### src/rtl/frame_ones_accumulator.sv
// rtl/frame_ones_accumulator.sv - per-frame ones-count accumulator with valid/ready result port
module frame_ones_accumulator #(
    parameter int MAX_BYTES = 16,
    parameter int SUM_W     = 8,
    parameter int LEN_W     = 8
) (
    input  logic             clk,
    input  logic             rst,
    input  logic [3:0]       data_in,
    input  logic             in_valid,
    input  logic             in_last,
    output logic             in_ready,
    input  logic [SUM_W-1:0] thresh,
    output logic [SUM_W-1:0] data_out,
    output logic [LEN_W-1:0] byte_cnt,
    output logic             above_thresh,
    output logic             err_len,
    output logic             err_cnt,
    output logic             out_valid,
    input  logic             out_ready
);

    localparam int SUM_WX = SUM_W + 1;

    typedef enum logic [1:0] {
        IDLE  = 2'd0,
        ACCUM = 2'd1,
        HOLD  = 2'd2
    } state_t;

    state_t state, state_nxt;

    logic [SUM_W-1:0]  acc;
    logic [LEN_W-1:0]  cnt;
    logic              errc;

    logic [SUM_W-1:0]  acc_base;
    logic [SUM_W:0]    sum_wide;
    logic [SUM_W-1:0]  sum_sat;
    logic [LEN_W-1:0]  cnt_nxt;
    logic              errc_nxt;
    logic              beat_acc;
    logic              force_close;
    logic              frame_close;

    // The first beat of a frame starts from zero rather than the stale accumulator.
    always_comb begin
        acc_base    = (state == IDLE) ? '0 : acc;
        sum_wide    = {1'b0, acc_base} + SUM_WX'(data_in);
        sum_sat     = sum_wide[SUM_W] ? '1 : sum_wide[SUM_W-1:0];
        cnt_nxt     = (state == IDLE) ? LEN_W'(1) : cnt + LEN_W'(1);
        errc_nxt    = ((state == IDLE) ? 1'b0 : errc) | (data_in > 4'd8);
        beat_acc    = in_valid && in_ready;
        force_close = (state == ACCUM) && !in_last && (cnt_nxt == LEN_W'(MAX_BYTES));
        frame_close = beat_acc && (in_last || force_close);
    end

    always_comb begin
        state_nxt = state;
        in_ready  = 1'b0;
        out_valid = 1'b0;
        case (state)
            IDLE, ACCUM: begin
                in_ready = !rst;
                if (beat_acc) begin
                    state_nxt = frame_close ? HOLD : ACCUM;
                end
            end
            HOLD: begin
                out_valid = 1'b1;
                if (out_ready) begin
                    state_nxt = IDLE;
                end
            end
            default: state_nxt = IDLE;
        endcase
    end

    always_ff @(posedge clk) begin
        if (rst) begin
            state        <= IDLE;
            acc          <= '0;
            cnt          <= '0;
            errc         <= 1'b0;
            data_out     <= '0;
            byte_cnt     <= '0;
            above_thresh <= 1'b0;
            err_len      <= 1'b0;
            err_cnt      <= 1'b0;
        end else begin
            state <= state_nxt;
            if (beat_acc) begin
                acc  <= sum_sat;
                cnt  <= cnt_nxt;
                errc <= errc_nxt;
            end
            // Result registers load only at frame close and then hold through HOLD.
            if (frame_close) begin
                data_out     <= sum_sat;
                byte_cnt     <= cnt_nxt;
                above_thresh <= (sum_sat >= thresh);
                err_len      <= force_close;
                err_cnt      <= errc_nxt;
            end
        end
    end

endmodule

### config.mk
export PLATFORM = sky130hd
export DESIGN_NAME = frame_ones_accumulator
export DESIGN_NICKNAME = d
export VERILOG_FILES = /design/src/rtl/frame_ones_accumulator.sv
export SDC_FILE = /design/constraint.sdc
export NUM_CORES = 1
export LEC_CHECK = 0
export ABC_AREA = 1
export CAP_MARGIN = 5
export CORE_ASPECT_RATIO = 1.4
export CORE_MARGIN = 3
export CORE_UTILIZATION = 55
export DETAILED_ROUTE_END_ITERATION = 10
export GPL_TIMING_DRIVEN = 0
export HOLD_SLACK_MARGIN = 0.06
export PLACE_DENSITY = 0.92
export SYNTH_ARGS = -nofsm -noshare
export SYNTH_HDL_FRONTEND = slang
export SYNTH_SLANG_ARGS = --single-unit
export TNS_END_PERCENT = 5
### constraint.sdc
create_clock -name clk -period 5 [get_ports clk]
set_clock_uncertainty 0.2 [all_clocks]
set_input_delay 1.25 -clock clk [delete_from_list [all_inputs] [get_ports clk]]
set_output_delay 1.25 -clock clk [all_outputs]
set_load 0.02 [all_outputs]
## Word-level counts from Yosys, hierarchy flattened

Index checks and enable logic that the tools add are counted.

- Word-level logic and storage cells: 39
- Bits of input ports: 17
- Register bits: 38
- Output and inout port bits: 21

- Order comparisons: 2
- Add/subtract/negate cells: 2
- Bitwise logic cells: 1
- Multiplexer cells: 10
- Reduce and logical (&&, ||, !) cells: 10
- Equality and inequality tests: 5

Operators with widths:

| kind | count |
|---|---|
| 8-bit two-way mux | 3 |
| 8-bit by 4-bit adder with 9-bit output | 1 |
| 8-bit by 1-bit adder with 8-bit output, second input constant | 1 |
| 8-bit by 5-bit == test with 1-bit output, second input constant | 1 |
| 8-bit >= comparator | 1 |
| 2-bit two-way mux | 3 |
| 4-bit greater-than comparator, second input constant | 1 |
| 1-bit logical AND | 4 |
| 2-bit inequality test, second input constant | 2 |
| 2-bit case mux with 2 select lines | 1 |
| 1-bit two-way mux | 3 |
| 2-bit by 1-bit == test with 1-bit output, second input constant | 1 |
| 2-bit == test, second input constant | 1 |
| 1-bit zero test | 2 |
| 2-bit zero test | 1 |
| 2-bit AND reduction | 1 |
| 2-bit OR reduction | 1 |
| 1-bit logical OR | 1 |
| 1-bit bitwise OR | 1 |

## Logic depth before layout (Yosys ltp)

Gate-level depths: netlist (run 1).

- Depth after elaboration: 9
- Depth in mapped cells: 21
- Depth with buffers taken out: 21

## Worst setup path before layout (run 1)

No wires, ideal clock.

- Path kind: input-to-reg
- From: input port data_in[0]
- To: register above_thresh
- Path buffers: 0
- Setup time: 0.113 ns
- Setup slack: 1.340 ns
- Cell stages on the path: 17
- Data required time: 4.687 ns
- Arrival time: 3.347 ns
- Path through: ha_1 -> fa_1 -> nand2_1 -> inv_1 -> o21ai_0 -> nand2_1 -> nand3_1 -> inv_1 -> nor2_1 -> inv_1 -> ha_1 -> a21oi_1 -> o21ai_0 -> nand2_1 -> o2111ai_1 -> nor2_1 -> nor2_1

- Cells in the longest elaborated chain, start to end: 3

Ends and longest elaborated chain:

| what | RTL line | RTL |
|---|---|---|
| start, declared | 9 | `input logic [3:0] data_in,` |
| 8-bit by 4-bit adder with 9-bit output | 49 | `sum_wide = {1'b0, acc_base} + SUM_WX'(data_in);` |
| 8-bit two-way mux | 50 | `sum_sat = sum_wide[SUM_W] ? '1 : sum_wide[SUM_W-1:0];` |
| named net sum_sat[1] | 39 | `logic [SUM_W-1:0] sum_sat;` |
| 8-bit >= comparator | 101 | `above_thresh <= (sum_sat >= thresh);` |
| end signal, assigned | 101 |  |
| end, declared | 16 | `output logic above_thresh,` |

The timed path passes the listed nets, and every way through them passes these cells.
A chain may end at the register's enable or synchronous reset.

## Final worst setup path (run 1)

Same ends and word-level chain as after synthesis.

==> metrics.md, run 1 <==
| Metric | Value |
|---|---|
| Flop pwr share | `0.421` |
| Cell Area, Synth | `0.002213 mm²` |
| Final Cycle Share | `0.8443` |
| I/O pins | `38` |
| Worst IR Drop VDD | `roughly 0.00030 V` |
| Net switching power | `around 200 µW` |
| CP required | `4.99 ns` |
| P_int | `roughly 570 µW` |
| Pins Over Slew Limit | `0` |
| # rows | `26` |
| Die ar. | `0.004832 mm²` |
| Arr. time, crit path | `around 4.2 ns` |
| CP Capture Type | `register` |
| Clk sink count | `38` |
| Clock power frac | `0.406` |
| CTS root buf | `clkbuf_8` |
| Final Non-Filler Cells | `a little over 400` |
| DRC Markers | `0` |
| Global-route wire length before repair | `~9600 µm` |
| Vias in the first global route | `between 2,000 and 2,500` |
| Place WS | `around 0.54 ns` |
| Synthesized flop and latch total | `38` |
| Setup violators final | `0` |
| Antenna Nets Post-Route | `0` |
| Starting Density | `0.5865` |
| HP Class | `reg2reg` |
| Grt total ovfl | `0` |
| Crit path time final | `about 4.2 ns` |
| Clock tree buffer depth | `2` |
| Top post-synthesis cells by area | `dfxtp_1, nand2_1, nand3_1, inv_1, nor2_1` |
| Cell taking the most area after synthesis | `dfxtp_1` |
| Post-CTS sizing | `0` |
| Async SR Flop Fraction | `0` |
| Final nets | `400` |
| Fraction of layout cells with a size suffix above 1 | `0.1027` |
| Top-area cell type share of the netlist area | `0.3437` |
| Initial antenna violation count | `0` |
| Total CTS buffers | `5` |
| RSZ-0062 raised after global routing | `false` |
| Comb power frac | `0.173` |
| Startpoint types | `primary input` |
| Drt pass-1 iters | `5` |
| Max Freq | `roughly 240 MHz` |
| Routed len/inst | `13.47 µm` |
| Max cap viols | `0` |
| Hold Vio Cnt, Final | `0` |
| Gate Count Post-Synth | `about 330` |
| Status | `complete, no violations` |
| Die width | `a little under 60 µm` |
| Placed Cells incl. Taps | `404` |
| ANT cells | `0` |
| WS Path Type | `in2reg` |
| Clk Latency, worst-skew pair | `roughly 0.29 ns` |
| EDFF count, synth | `0` |
| CTS tree | `built` |
| Pin count of the biggest net entering global routing | `14` |
| Syn avg cell area | `6.810 µm²` |
| DPL Wire Length | `4178 µm` |
| Port bufs | `37` |
| Core Area | `0.003774 mm²` |
| Power density over the cells | `approximately 280 mW/mm²` |
| Routability Congestion | `a little over 0.9` |
| CP max FO | `5` |
| WHS | `0.2649 ns` |
| Total setup buffers inserted after CTS | `0` |
| CTS Hold Bufs | `0` |
| Seq/Total Area, Yosys | `0.3437` |
| DRT iter0 DRCs | `126` |
| Pleak | `~0.0013 µW` |
| Vias | `roughly 2,300` |
| Post-synthesis cell type count | `31` |
| Syn Nets | `approximately 360` |
| CTS clk-pin slew, worst paths | `around 0.080 ns` |
| Worst Tran Pin Value | `0.4651 ns` |
| Vias per inst | `5.551` |
| GR Util All Layers | `0.2567` |
| Synth-to-layout area growth | `25.33%` |
| Switching power share of the total | `0.2620` |
| Synth Flop Type | `dfxtp_1` |
| H-tree level count | `2` |
| Die H | `a little over 80 µm` |
| Worst setup margin | `approximately 0.78 ns` |
| Slew headroom | `0.6899` |
| Synth warn | `0` |
| Setup tns final | `0 ns` |
| WL final | `about 5500 µm` |
-- worst paths after layout --
kind / from / end / slack [ns] / cells past startpoint
max reg2reg: state[1] / above_thresh / 1.34 / 21
max: data_in[0] / above_thresh / 0.78 / 18
min reg2reg: err_len / err_len / 0.26 / 2
min: err_len / err_len / 0.26 / 2
-- worst max-delay path: stages --
cell and delay [ns]:
clkdlybuf4s50_1 0.42, ha_1 0.24, fa_1 0.39, nand2_1 0.07, inv_1 0.04, o21ai_0 0.13
nand2_1 0.13, nand3_1 0.19, inv_1 0.11, nor2_1 0.32, inv_1 0.09, ha_1 0.30
a21oi_1 0.14, o21ai_0 0.09, nand2_1 0.06, o2111ai_1 0.09, nor2_1 0.11, nor2_1 0.05
-- final cells by class --
| cell class | count | area, µm² |
|---|---|---|
| clock buffers | 5 | 68.82 |
| inverters | 48 | 187.7 |
| fillers | 272 | 999.7 |
| clock inverters | 3 | 68.82 |
| plain buffers | 10 | 57.56 |
| multi-input cells | 229 | 1207 |
| well taps | 42 | 52.55 |
| repair buffers | 37 | 370.4 |
| flip-flops and latches | 38 | 760.7 |
-- logic make-up after synthesis --
group / count (synthesis) / share of synthesized area
simple gates: 177 / 0.3652
fa+ha+maj: 14 / 0.08253
flops: 38 / 0.3437
xor+xnor: 2 / 0.007916
compound gates: 36 / 0.08989
buf+inv: 58 / 0.1108
-- synth_stat cells, types with 2 or more instances --
master,n
o21ai_0,21
nor2_2,21
dfxtp_1,38
inv_1,44
nand2_2,2
ha_1,13
nand3_1,42
clkbuf_1,8
a21oi_1,8
nand2_1,62
nor2_1,44
nand4_1,2
inv_2,2
-- cells in the final DEF, fill, tap and decap left out, types with 2 or more instances in the layout --
cell	n
nand4_1	2
nand3_1	42
clkdlybuf4s50_1	37
clkbuf_1	8
nor2_1	44
inv_2	2
bufinv_16	2
dfxtp_1	38
nor2_2	21
a21oi_1	8
ha_1	13
clkbuf_8	5
inv_1	44
nand2_2	2
nand2_1	62
o21ai_0	21
-- state kept, by name, summed over array words and instances, names as in the netlist --
signal        count
above_thresh      1
data_out          8
state             2
errc              1
cnt               8
err_len           1
byte_cnt          8
err_cnt           1
acc               8
-- stage by stage --
stage,util,instance area [µm²],total power [µW]
finish,0.7351,2774,774.4
global route,0.7351,2774,800.2
CTS,0.7351,2774,771.3
detailed placement,0.6986,2636,464.2
global placement,0.6986,2636,460.1
floorplan,-,2213,413.5
-- routing by layer --
layer | up-vias | part of all wire | GRT usage
met5 | - | 0 | 0
met1 | 1066 | 0.39 | 0.2805
met3 | 15 | 0.048 | 0.03180
met4 | 0 | 0.041 | 0.1419
li1 | 1129 | - | -
met2 | 77 | 0.52 | 0.4650
-- power groups by stage --
stage          combinational [µW]  sequential (µW)  clock, µW
3_3_place_gp                  128              332          0
5_1_grt                       148              327        325
4_1_cts                       133              326        312
6_report                      134              326        315
2_1_floorplan                73.5              340          0
3_5_place_dp                  132              333          0
(Power assumes the default switching activity.)
==> inputs of run 2 (changes only) <==
--- a/config.mk
+++ b/config.mk
@@ -9,11 +9,11 @@
 export CAP_MARGIN = 5
 export CORE_ASPECT_RATIO = 1.4
 export CORE_MARGIN = 3
-export CORE_UTILIZATION = 55
+export CORE_UTILIZATION = 53
 export DETAILED_ROUTE_END_ITERATION = 10
 export GPL_TIMING_DRIVEN = 0
 export HOLD_SLACK_MARGIN = 0.06
-export PLACE_DENSITY = 0.92
+export PLACE_DENSITY = 0.9
 export SYNTH_ARGS = -nofsm -noshare
 export SYNTH_HDL_FRONTEND = slang
 export SYNTH_SLANG_ARGS = --single-unit
==> constraint.sdc (replaced) <==
create_clock -name clk -period 4.28 [get_ports clk]
set_clock_uncertainty 0.2 [all_clocks]
set_input_delay 1.07 -clock clk [delete_from_list [all_inputs] [get_ports clk]]
set_output_delay 1.07 -clock clk [all_outputs]
set_load 0.02 [all_outputs]
==> metrics.md, run 2 (synthesis gave the netlist of run 1 again) <==
| Metric | Value |
|---|---|
| CTS tree | `built (unchanged)` |
| Drt pass-1 iters | `5 (unchanged)` |
| Hold Vio Cnt, Final | `0 (unchanged)` |
| Vias per inst | `5.482 (was 5.551)` |
| Max stage delay on crit path | `0.43 ns (was 0.42 ns)` |
| Core Area | `0.003986 mm² (was 0.003774 mm²)` |
| DRC Markers | `0 (unchanged)` |
| Reg2reg setup slack | `0.64 ns (was 1.34 ns)` |
| Placed Cells incl. Taps | `405 (was 404)` |
| Switching power share of the total | `0.2660 (was 0.2620)` |
| Status | `complete, no violations (unchanged)` |
| Final nets | `400 (unchanged)` |
| Pleak | `0.001271 µW (about the same)` |
| CP max FO | `5 (unchanged)` |
| CTS clk-pin slew, worst paths | `0.08 ns (about the same)` |
| Synth-to-layout area growth | `25.49% (was 25.33%)` |
| Most common cell after layout, fill and taps aside | `nand2_1 (unchanged)` |
| Vias in the first global route | `2,156 (was 2,221)` |
| ANT cells | `0 (unchanged)` |
| R2R cell count | `21 (unchanged)` |
| Net switching power | `242.2 µW (was 202.9 µW)` |
| HP Class | `reg2reg (unchanged)` |
| DRT iter0 DRCs | `118 (was 126)` |
| Clk Latency, worst-skew pair | `0.31 ns (was 0.29 ns)` |
| P_int | `668.3 µW (was 571.6 µW)` |
| CP endpoint | `above_thresh (unchanged)` |
| Critical path cell sequence | `clkdlybuf4s50_1 -> ha_1 -> fa_1 -> nand2_1 -> inv_1 -> o21ai_0 -> nand2_1 -> nand3_1 -> inv_1 -> nor2_2 -> inv_1 -> ha_1 -> a21oi_1 -> o21ai_0 -> nand2_1 -> o2111ai_1 -> nor2_1 -> nor2_1 (was clkdlybuf4s50_1 -> ha_1 -> fa_1 -> nand2_1 -> inv_1 -> o21ai_0 -> nand2_1 -> nand3_1 -> inv_1 -> nor2_1 -> inv_1 -> ha_1 -> a21oi_1 -> o21ai_0 -> nand2_1 -> o2111ai_1 -> nor2_1 -> nor2_1)` |
| Placed standard-cell area | `0.002638 mm² (was 0.002636 mm²)` |
| DPL Wire Length | `4120 µm (was 4178 µm)` |
| Clock power frac | `0.409 (was 0.406)` |
| Port bufs | `37 (unchanged)` |
| Final Cycle Share | `0.9378` |
| Arr. time, crit path | `4.01 ns (was 4.22 ns)` |
| Worst Tran Pin Value | `0.4433 ns (was 0.4651 ns)` |
| Starting Density | `0.5552 (was 0.5865)` |
| Routability Congestion | `0.9126 (was 0.9201)` |
| Pins Over Slew Limit | `0 (unchanged)` |
| GR Util All Layers | `0.2439 (was 0.2567)` |
| Fraction of layout cells with a size suffix above 1 | `0.1054 (was 0.1027)` |
| Max cap viols | `0 (unchanged)` |
| Antenna Nets Post-Route | `0 (unchanged)` |
| Pin count of the biggest net entering global routing | `14 (unchanged)` |
| CTS root buf | `clkbuf_8 (unchanged)` |
| Highest-delay cell along the critical path | `clkdlybuf4s50_1 (unchanged)` |
| Setup tns final | `0 ns (unchanged)` |
| I/O pins | `38 (unchanged)` |
| Grt total ovfl | `0 (unchanged)` |
| WHS | `0.2661 ns (was 0.2649 ns)` |
| Comb power frac | `0.172 (was 0.173)` |
| CP required | `4.28 ns (was 4.99 ns)` |
| Total CTS buffers | `5 (unchanged)` |
| Slew headroom | `0.7045 (was 0.6899)` |
| Crit path buf inv count | `4 (unchanged)` |
| Die H | `82.46 µm (was 81.06 µm)` |
| Initial antenna violation count | `0 (unchanged)` |
| Die ar. | `0.004998 mm² (was 0.004832 mm²)` |
| Setup violators final | `0 (unchanged)` |
| Critical Path Source | `data_in[0] (unchanged)` |
| Power density over the cells | `327.8 mW/mm² (was 279.2 mW/mm²)` |
| # rows | `27 (was 26)` |
| Startpoint types | `primary input (unchanged)` |
| Clk sink count | `38 (unchanged)` |
| H-tree level count | `2 (unchanged)` |
| Max Freq | `approximately 250 MHz` |
| Final Util | `0.6968 (was 0.7351)` |
| RSZ-0062 raised after global routing | `false (unchanged)` |
| Die width | `60.62 µm (was 59.62 µm)` |
| R2R Path Start | `state[1] (unchanged)` |
| Final Non-Filler Cells | `413 (was 412)` |
| Hold Startpoint | `err_len (unchanged)` |
| Crit path time final | `approximately 4.0 ns` |
| Flop pwr share | `0.419 (was 0.421)` |
| CP Capture Type | `register (unchanged)` |
| Final Cell Area | `0.002778 mm² (was 0.002774 mm²)` |
| WL final | `5549 µm (was 5548 µm)` |
| WS Path Type | `in2reg (unchanged)` |
| Highest-count cells in the layout ignoring fill and taps | `nand2_1, inv_1, nor2_1, nand3_1, dfxtp_1 (unchanged)` |
| Top delay family on crit path | `adder cells (was simple AND/OR/NAND/NOR gates)` |
| Worst r2r dst | `above_thresh (unchanged)` |
| Clock tree buffer depth | `2 (unchanged)` |
| Crit. path cell count | `18 (unchanged)` |
| Global-route wire length before repair | `9156 µm (was 9577 µm)` |
| Vias | `2,264 (was 2,287)` |
| Worst IR Drop VDD | `0.0002356 V (was 0.0003025 V)` |
| Routed len/inst | `13.44 µm (was 13.47 µm)` |
[run 2: cell type report]
cell class	instances	area (µm²)
well taps	43	53.80
flip-flops and latches	38	760.7
plain buffers	10	57.56
clock buffers	5	68.82
clock inverters	3	68.82
inverters	48	187.7
multi-input cells	229	1210
repair buffers	37	370.4
fillers	318	1209
[run 2: routing by layer]
| metal | part of all wire | track usage | vias up |
|---|---|---|---|
| met3 | 0.056 | 0.05910 | 22 |
| met2 | 0.53 | 0.4518 | 87 |
| met1 | 0.37 | 0.2512 | 1035 |
| met4 | 0.036 | 0.1085 | 0 |
| met5 | 0 | 0 | - |
| li1 | - | - | 1120 |
[run 2: repair_timing]
action	4_1_cts	5_1_grt
resized for setup	0	1
endpoints found under the setup margin	0	1
setup buffers	0	0
hold buffers	0	0
[run 2: worst reg2reg max path, stage by stage (launching register included)]
cell and delay (ns):
dfxtp_1 0.32, inv_1 0.10, nand2_2 0.16, inv_2 0.21, nor2_1 0.07, ha_1 0.21, fa_1 0.39, nand2_1 0.07
inv_1 0.05, o21ai_0 0.16, nand2_1 0.16, nand3_1 0.21, inv_1 0.13, nor2_2 0.19, inv_1 0.08, ha_1 0.30
a21oi_1 0.15, o21ai_0 0.09, nand2_1 0.07, o2111ai_1 0.09, nor2_1 0.12, nor2_1 0.05
[run 2: worst min path at each step]
| stage | to | slack, ns | cells after the start |
|---|---|---|---|
| final | err_len | 0.27 | 2 |
| after global routing | byte_cnt[3] | 0.30 | 2 |
| after CTS | err_len | 0.27 | 2 |
| after detailed placement | data_out[5] | 0.26 | 2 |
| after global placement | byte_cnt[2] | 0.25 | 2 |
| after floorplan | acc[0] | 0.25 | 2 |
[run 2: power groups by stage]
| stage | Sequential [µW] | Combinational, µW | Clock (µW) |
|---|---|---|---|
| after floorplan | 397 | 85.8 | 0 |
| after CTS | 381 | 156 | 372 |
| after detailed placement | 389 | 154 | 0 |
| final | 381 | 157 | 372 |
| after global routing | 383 | 175 | 391 |
| after global placement | 388 | 149 | 0 |
[run 2: through the flow]
step           setup WS [ns]  power [µW]
3_3_place_gp         0.03564       537.7
5_1_grt              0.02039       949.7
2_1_floorplan         0.7997       483.0
6_report              0.2661       910.5
4_1_cts               0.2149       909.1
3_5_place_dp        -0.08568       543.1
